File: config.mk
export PLATFORM = sky130hd
export DESIGN_NAME = mult_normalizer_pipe
export DESIGN_NICKNAME = d
export VERILOG_FILES = /design/src/rtl/mx_norm_pkg.sv /design/src/rtl/mult_norm_lane.sv /design/src/rtl/mult_normalizer_pipe.sv
export SDC_FILE = /design/constraint.sdc
export NUM_CORES = 1
export LEC_CHECK = 0
export ABC_AREA = 0
export ABC_CLOCK_PERIOD_IN_PS = 5200
export BUFFER_PORTS_ARGS = -buffer_cell sky130_fd_sc_hd__buf_4
export CAP_MARGIN = 20
export CORE_UTILIZATION = 40
export CTS_CLUSTER_DIAMETER = 120
export CTS_CLUSTER_SIZE = 25
export DETAILED_ROUTE_END_ITERATION = 8
export PLACE_DENSITY_LB_ADDON = 0.05
export SKIP_CTS_REPAIR_TIMING = 1
export SLEW_MARGIN = 20
export SYNTH_ARGS = -nofsm -noshare
export SYNTH_HDL_FRONTEND = slang
export SYNTH_SLANG_ARGS = --single-unit
export TNS_END_PERCENT = 20
File: constraint.sdc
create_clock -name clk -period 5.2 [get_ports clk]
set_input_delay 1.04 -clock clk [delete_from_list [all_inputs] [get_ports clk]]
set_output_delay 1.04 -clock clk [all_outputs]
set_load 0.005 [all_outputs]
File: src/rtl/mx_norm_pkg.sv
// Shared types, constants and helpers for the MX product normaliser.
// Default lane widths, saturation patterns and a leading-zero counter.
package mx_norm_pkg;

    localparam int DEF_IN_E_W  = 3;
    localparam int DEF_IN_M_W  = 8;
    localparam int DEF_OUT_E_W = 2;
    localparam int DEF_OUT_M_W = 3;
    localparam int DEF_LANES   = 4;
    localparam int DEF_CNT_W   = 16;

    typedef logic [DEF_IN_E_W-1:0]  lane_in_e_t;
    typedef logic [DEF_IN_M_W-1:0]  lane_in_m_t;
    typedef logic [DEF_OUT_E_W-1:0] lane_out_e_t;
    typedef logic [DEF_OUT_M_W-1:0] lane_out_m_t;

    localparam lane_out_e_t SAT_E = '1;
    localparam lane_out_m_t SAT_M = '1;

    // Zeros counted from bit msb downward; msb+1 if no one is found.
    function automatic int lzc(input logic [63:0] v, input int msb);
        int   n;
        logic hit;
        n   = 0;
        hit = 1'b0;
        for (int i = 63; i >= 0; i--) begin
            if (i <= msb && !hit) begin
                if (v[i]) hit = 1'b1;
                else      n++;
            end
        end
        return n;
    endfunction

endpackage

File: src/rtl/mult_norm_lane.sv
// Stage-2 lane datapath: shift, optional RNE (MULT_NORM_RNE_EN), saturate.
// In: e/m/lz/sh/ovf/zero from stage 1. Out: res_e, res_m, sat.
module mult_norm_lane
    import mx_norm_pkg::*;
#(
    parameter int IN_E_W  = DEF_IN_E_W,
    parameter int IN_M_W  = DEF_IN_M_W,
    parameter int OUT_E_W = DEF_OUT_E_W,
    parameter int OUT_M_W = DEF_OUT_M_W,
    parameter int LZ_W    = $clog2(DEF_IN_M_W) + 1
) (
    input  logic [IN_E_W-1:0]  e,
    input  logic [IN_M_W-1:0]  m,
    input  logic [LZ_W-1:0]    lz,
    input  logic [LZ_W-1:0]    sh,
    input  logic               ovf,
    input  logic               zero,
    output logic [OUT_E_W-1:0] res_e,
    output logic [OUT_M_W-1:0] res_m,
    output logic               sat
);

    localparam int XE_W = IN_E_W + 1;
    localparam int G    = IN_M_W - 3 - OUT_M_W;
    localparam logic [XE_W-1:0] E_MAX = XE_W'((1 << OUT_E_W) - 1);

    logic [IN_M_W-1:0]  nm;
    logic [XE_W-1:0]    ne;
    logic               lost;
    logic [OUT_M_W-1:0] mant;
    logic [XE_W-1:0]    fe;
    logic [OUT_M_W-1:0] fm;

    always_comb begin
        nm   = m;
        ne   = {1'b0, e};
        lost = 1'b0;
        if (m[IN_M_W-1]) begin
            nm   = m >> 1;
            ne   = {1'b0, e} + XE_W'(1);
            lost = m[0];
        end else begin
            nm = m << sh;
            // leading one never reached: subnormal, exponent pinned at 0
            ne = (lz > sh) ? {XE_W{1'b0}}
                           : {1'b0, e} - XE_W'(sh);
        end
    end

    assign mant = nm[IN_M_W-3 -: OUT_M_W];

`ifdef MULT_NORM_RNE_EN
    logic               guard;
    logic               sticky;
    logic               inc;
    logic [OUT_M_W:0]   sum;
    logic               unused;

    assign guard  = nm[G];
    assign sticky = (|nm[G-1:0]) | lost;
    assign inc    = guard & (sticky | mant[0]);
    assign sum    = {1'b0, mant} + (OUT_M_W+1)'(inc);
    assign fm     = sum[OUT_M_W] ? '0 : sum[OUT_M_W-1:0];
    assign fe     = ne + XE_W'(sum[OUT_M_W]);
    assign unused = ^nm[IN_M_W-1:IN_M_W-2];
`else
    logic unused;

    assign fm     = mant;
    assign fe     = ne;
    assign unused = ^{nm[IN_M_W-1:IN_M_W-2], nm[G:0], lost};
`endif

    always_comb begin
        res_e = fe[OUT_E_W-1:0];
        res_m = fm;
        sat   = 1'b0;
        if (ovf) begin
            res_e = '1;
            res_m = '1;
            sat   = 1'b1;
        end else if (zero) begin
            res_e = '0;
            res_m = '0;
        end else if (fe > E_MAX) begin
            res_e = '1;
            res_m = '1;
            sat   = 1'b1;
        end
    end

endmodule

File: src/rtl/mult_normalizer_pipe.sv
// 2-stage, LANES-wide valid/ready normaliser with saturation counter.
// Ports: in_valid/in_ready/in_e/in_m, out_valid/out_ready/out_e/out_m/out_sat,
// sat_cnt/sat_cnt_clr. Option: MULT_NORM_RNE_EN enables round-to-nearest-even.
module mult_normalizer_pipe
    import mx_norm_pkg::*;
#(
    parameter int IN_E_W    = DEF_IN_E_W,
    parameter int IN_M_W    = DEF_IN_M_W,
    parameter int OUT_E_W   = DEF_OUT_E_W,
    parameter int OUT_M_W   = DEF_OUT_M_W,
    parameter int LANES     = DEF_LANES,
    parameter int SAT_CNT_W = DEF_CNT_W
) (
    input  logic                       clk,
    input  logic                       rst_n,
    input  logic                       in_valid,
    output logic                       in_ready,
    input  logic [LANES*IN_E_W-1:0]    in_e,
    input  logic [LANES*IN_M_W-1:0]    in_m,
    output logic                       out_valid,
    input  logic                       out_ready,
    output logic [LANES*OUT_E_W-1:0]   out_e,
    output logic [LANES*OUT_M_W-1:0]   out_m,
    output logic [LANES-1:0]           out_sat,
    output logic [SAT_CNT_W-1:0]       sat_cnt,
    input  logic                       sat_cnt_clr
);

    localparam int LZ_W = $clog2(IN_M_W) + 1;

    logic                          s1_valid;
    logic [LANES-1:0][IN_E_W-1:0]  s1_e;
    logic [LANES-1:0][IN_M_W-1:0]  s1_m;
    logic [LANES-1:0][LZ_W-1:0]    s1_lz;
    logic [LANES-1:0][LZ_W-1:0]    s1_sh;
    logic [LANES-1:0]              s1_ovf;
    logic [LANES-1:0]              s1_zero;

    logic [LANES-1:0][LZ_W-1:0]    lz_c;
    logic [LANES-1:0][LZ_W-1:0]    sh_c;
    logic [LANES-1:0]              ovf_c;
    logic [LANES-1:0]              zero_c;

    logic [LANES-1:0][OUT_E_W-1:0] le;
    logic [LANES-1:0][OUT_M_W-1:0] lm;
    logic [LANES-1:0]              ls;
    logic [LANES-1:0][OUT_E_W-1:0] e_q;
    logic [LANES-1:0][OUT_M_W-1:0] m_q;

    logic                          s2_free;
    logic [SAT_CNT_W:0]            pc;
    logic [SAT_CNT_W:0]            sum;

    assign s2_free  = !out_valid | out_ready;
    assign in_ready = !s1_valid | s2_free;

    for (genvar i = 0; i < LANES; i++) begin : g_lane
        logic [IN_E_W-2:0] e_lo;
        logic [LZ_W-1:0]   e_x;

        assign e_lo      = in_e[i*IN_E_W +: IN_E_W-1];
        assign e_x       = LZ_W'(e_lo);
        assign lz_c[i]   = LZ_W'(lzc(64'(in_m[i*IN_M_W +: IN_M_W]),
                                     IN_M_W - 2));
        assign sh_c[i]   = (lz_c[i] < e_x) ? lz_c[i] : e_x;
        assign ovf_c[i]  = in_e[i*IN_E_W + IN_E_W - 1];
        assign zero_c[i] = (in_m[i*IN_M_W +: IN_M_W] == '0);

        mult_norm_lane #(
            .IN_E_W  (IN_E_W),
            .IN_M_W  (IN_M_W),
            .OUT_E_W (OUT_E_W),
            .OUT_M_W (OUT_M_W),
            .LZ_W    (LZ_W)
        ) u_lane (
            .e     (s1_e[i]),
            .m     (s1_m[i]),
            .lz    (s1_lz[i]),
            .sh    (s1_sh[i]),
            .ovf   (s1_ovf[i]),
            .zero  (s1_zero[i]),
            .res_e (le[i]),
            .res_m (lm[i]),
            .sat   (ls[i])
        );
    end

    always_ff @(posedge clk or negedge rst_n) begin
        if (!rst_n) begin
            s1_valid <= 1'b0;
            s1_e     <= '0;
            s1_m     <= '0;
            s1_lz    <= '0;
            s1_sh    <= '0;
            s1_ovf   <= '0;
            s1_zero  <= '0;
        end else if (in_ready) begin
            s1_valid <= in_valid;
            if (in_valid) begin
                s1_e    <= in_e;
                s1_m    <= in_m;
                s1_lz   <= lz_c;
                s1_sh   <= sh_c;
                s1_ovf  <= ovf_c;
                s1_zero <= zero_c;
            end
        end
    end

    always_ff @(posedge clk or negedge rst_n) begin
        if (!rst_n) begin
            out_valid <= 1'b0;
            e_q       <= '0;
            m_q       <= '0;
            out_sat   <= '0;
        end else if (s2_free) begin
            out_valid <= s1_valid;
            if (s1_valid) begin
                e_q     <= le;
                m_q     <= lm;
                out_sat <= ls;
            end
        end
    end

    assign out_e = e_q;
    assign out_m = m_q;

    always_comb begin
        pc = '0;
        for (int i = 0; i < LANES; i++) begin
            pc = pc + (SAT_CNT_W+1)'(out_sat[i]);
        end
        sum = {1'b0, sat_cnt} + pc;
    end

    always_ff @(posedge clk or negedge rst_n) begin
        if (!rst_n) begin
            sat_cnt <= '0;
        end else if (sat_cnt_clr) begin
            sat_cnt <= '0;
        end else if (out_valid && out_ready) begin
            sat_cnt <= sum[SAT_CNT_W] ? '1 : sum[SAT_CNT_W-1:0];
        end
    end

endmodule
==> flow_metrics.env <==
export IMPL_synth_cells=900
export IMPL_synth_edff_count=0
export IMPL_numPortBuffers=90
export IMPL_final_nets=1106
export IMPL_antenna_left=0
export IMPL_final_core_util_pct=49.60
export IMPL_tightest_slew_ns=0.9813
export IMPL_syn_area_per_cell_um2=8.889
export IMPL_setup_violations=2
export IMPL_gp_congestion=0.8203
export IMPL_period_minus_slack_ns=5.420
export IMPL_drt_iter0_markers=381
export IMPL_ios=91
export IMPL_worstSetupEndpoint="s1_sh[5]"
export IMPL_crit_path_start_kind="input pin"
export IMPL_die_h_um=143.4
export IMPL_grt_max_degree=69
export IMPL_core_region_area_um2=19530
export IMPL_htree_num_levels=4
export IMPL_grt_first_pass_wirelength_mm=33.04
export IMPL_track_usage_pct=20.49
export IMPL_die_w_um=143.4
export IMPL_clock_skew_ns=0.01101
export IMPL_outcome="finished, violations left"
export IMPL_area_growth_pct=21.07
export IMPL_hold_viol=0
export IMPL_leakagePower_nw=4.387
export IMPL_relSlewSlack_pct=33.55
export IMPL_fin_tns_setup_ns=-0.2999
export IMPL_avgRoutedWirePerCell_um=15.44
export IMPL_setup_worst_path_end_class="register"
export IMPL_dp_cells=1239
export IMPL_antennaDiodeCount=0
export IMPL_cap_viol_max_count=0
export IMPL_cts_tree="built"
export IMPL_cp_buffers_inverters=2
export IMPL_worstReg2RegStart="out_sat[0]"
export IMPL_power_density_nw_per_um2=343.3
export IMPL_r2r_end="sat_cnt[7]"
export IMPL_start_util_pct=40.97
export IMPL_dp_hpwl_mm=14.55
export IMPL_syn_num_nets=1011
export IMPL_clk_path_buf_depth=2
export IMPL_violations="negative setup slack"
export IMPL_slowest_delay_ns=0.46
export IMPL_ys_flop_type="dfrtp_1"
export IMPL_clock_latency_ns=0.42
export IMPL_crit_type="in2reg"
export IMPL_synthArstFlopShare_pct=100.0
export IMPL_rsz0062_at_grt="true"
export IMPL_crit_path_top_delay_cell="or4b_1"
export IMPL_rrSetupSlack_ns=2.01
export IMPL_grt_ovfl_total=0
export IMPL_antenna_found_initial=0
export IMPL_crit_required_ns=5.54
export IMPL_final_layout_size_suffix_gt1_share_pct=17.66
export IMPL_cp_max_fo=3
export IMPL_drt_total_wl_mm=19.65
export IMPL_fmax_mhz=184.5
export IMPL_finalMaxSlewViolations=0
export IMPL_vias_per_cell=5.254
export IMPL_die_area_um2=20570
export IMPL_clkSinkCount=122
export IMPL_syn_cell_area_um2=8000
export IMPL_clk_pin_slew_ns=0.05
export IMPL_ys_warn_count=0
export IMPL_crit_family="compound AO/OA/AOI/OAI gates"
export IMPL_synth_cell_types=77
export IMPL_cts_buffers=17
export IMPL_fin_cells=1273
export IMPL_vias=6688
export IMPL_hp_class="reg2reg"
export IMPL_ys_ff_latch=122
export IMPL_drcViolationCount=0
export IMPL_grt_pass1_vias=6574
export IMPL_cts_root_buf="clkbuf_16"
export IMPL_setup_slack_ns=-0.2202
export IMPL_path_depth=28
export IMPL_synth_yosys_seq_area_share_pct=38.16
export IMPL_startpoint="in_m[13]"
export IMPL_reg2regPathDepth=8
export IMPL_vdd_drop_max_v=0.0002631
export IMPL_first_pass_iters=4
export IMPL_cp_arrival_ns=5.76
export IMPL_finalCritPeriodShare_pct=104.2
export IMPL_num_rows=51
layer usage:
metal | wire length (µm) | part of all wire (%) | track usage (%) | vias to the layer above
li1 | - | - | - | 3394
met1 | 10060 | 51 | 28.79 | 3197
met2 | 8893 | 45 | 32.35 | 85
met3 | 492 | 2.5 | 3.565 | 12
met4 | 208 | 1.1 | 5.543 | 0
met5 | 0 | 0 | 0 | -
how the worst min path moves through the flow:
stage / cells past startpoint / endpoint / slack, ns / from
after floorplan: 2 / s1_m[14] / 0.45 / s1_m[14]
after global placement: 2 / s1_lz[0] / 0.47 / s1_lz[0]
after detailed placement: 2 / s1_m[14] / 0.47 / s1_m[14]
after CTS: 2 / s1_lz[6] / 0.48 / s1_lz[6]
after global routing: 2 / s1_m[14] / 0.50 / s1_m[14]
final: 2 / s1_m[14] / 0.47 / s1_m[14]
synth_stat cells, types with 4 or more instances:
cell | n | area (µm²)
fa_1 | 7 | 140.1
a31oi_1 | 7 | 43.79
o211ai_1 | 4 | 30.03
nand2_1 | 163 | 611.8
nor3_1 | 18 | 90.09
a211oi_1 | 18 | 135.1
nor4_1 | 4 | 25.02
o22a_1 | 20 | 175.2
buf_2 | 5 | 25.02
buf_1 | 5 | 18.77
a21oi_1 | 33 | 165.2
a32o_1 | 4 | 40.04
a22oi_1 | 5 | 37.54
o31ai_1 | 7 | 52.55
a311oi_1 | 5 | 43.79
mux2i_1 | 22 | 220.2
nor2b_1 | 19 | 118.9
clkbuf_1 | 28 | 105.1
and2_1 | 5 | 31.28
nor3b_1 | 4 | 30.03
inv_1 | 48 | 180.2
a21o_1 | 4 | 30.03
o2bb2ai_1 | 4 | 35.03
nand2b_1 | 13 | 81.33
a32oi_1 | 4 | 35.03
dfrtp_1 | 122 | 3053
and3_1 | 9 | 56.30
or3_1 | 8 | 50.05
xnor2_1 | 18 | 157.7
o21ai_0 | 48 | 240.2
mux2_2 | 7 | 78.83
o311ai_1 | 4 | 35.03
nor2_1 | 73 | 274.0
nand3_1 | 14 | 70.07
o31a_1 | 5 | 43.79
o21a_1 | 18 | 135.1
a21boi_0 | 5 | 37.54
nand4_1 | 5 | 31.28
ha_1 | 55 | 688.2
tightest hold or removal path: cells and delay by family (launching register included):
kind          cells  cell delay [ns]
flops             1             0.34
simple gates      2             0.10
flip-flops by register name, indices dropped and copies added (netlist names), 3 cells and up:
name,flops
out_e,8
s1_e,9
out_m,12
sat_cnt,16
out_sat,4
s1_m,32
s1_ovf,3
s1_sh,16
s1_lz,16
s1_zero,4
report_power, final:
group / internal [mW] / switching, mW
sequential: 1.09 / 0.140
combinational: 0.450 / 0.450
clock: 0.775 / 0.422
total: 2.31 / 1.01
kinds of logic (layout without fill, tap and decap cells):
logic type	after synthesis	after routing	share of synthesized area [%]
AND/OR/NAND/NOR	359	359	20.93
AO/OA/AOI/OAI	216	216	19.36
flip-flops	122	122	38.16
XOR/XNOR	22	22	2.581
multiplexers	31	31	4.301
adder cells (fa/ha/maj)	62	62	10.35
buffers and inverters	88	196	4.316
cells in the final DEF (no fill, tap or decap), drive strengths merged, types with 8 or more instances in the layout:
cell type	count
nand2b	14
ha	55
nand2	163
xnor2	18
buf	116
o31ai	8
a211oi	18
o21ai	48
or3	8
o21a	18
o22a	20
inv	48
dfrtp	122
nand3	14
nor2	76
clkbuf	24
and3	9
mux2i	22
a21oi	33
nor3	19
nor2b	19
per-stage QoR:
| stage | power, mW | hold slack, ns | worst slack (ns) | instance area, µm² |
|---|---|---|---|---|
| 2_1_floorplan | 1.784 | 0.4460 | -0.4652 | 8005 |
| 3_3_place_gp | 2.134 | 0.4657 | -0.6945 | 9031 |
| 3_5_place_dp | 2.145 | 0.4661 | -0.8037 | 9031 |
| 4_1_cts | 3.355 | 0.4808 | -0.3954 | 9620 |
| 5_1_grt | 3.542 | 0.5004 | -0.5088 | 9686 |
| 6_report | 3.325 | 0.4712 | -0.2202 | 9686 |
area by class of cell:
class / count / area (µm²)
Fill cell: 1936 / 9841
Multi-Input combinational cell: 690 / 4661
Sequential cell: 122 / 3053
Timing Repair Buffer: 116 / 870.8
Clock buffer: 24 / 471.7
Tap cell: 265 / 331.6
Inverter: 48 / 180.2
Clock inverter: 8 / 117.6
(Power assumes the default switching activity.)
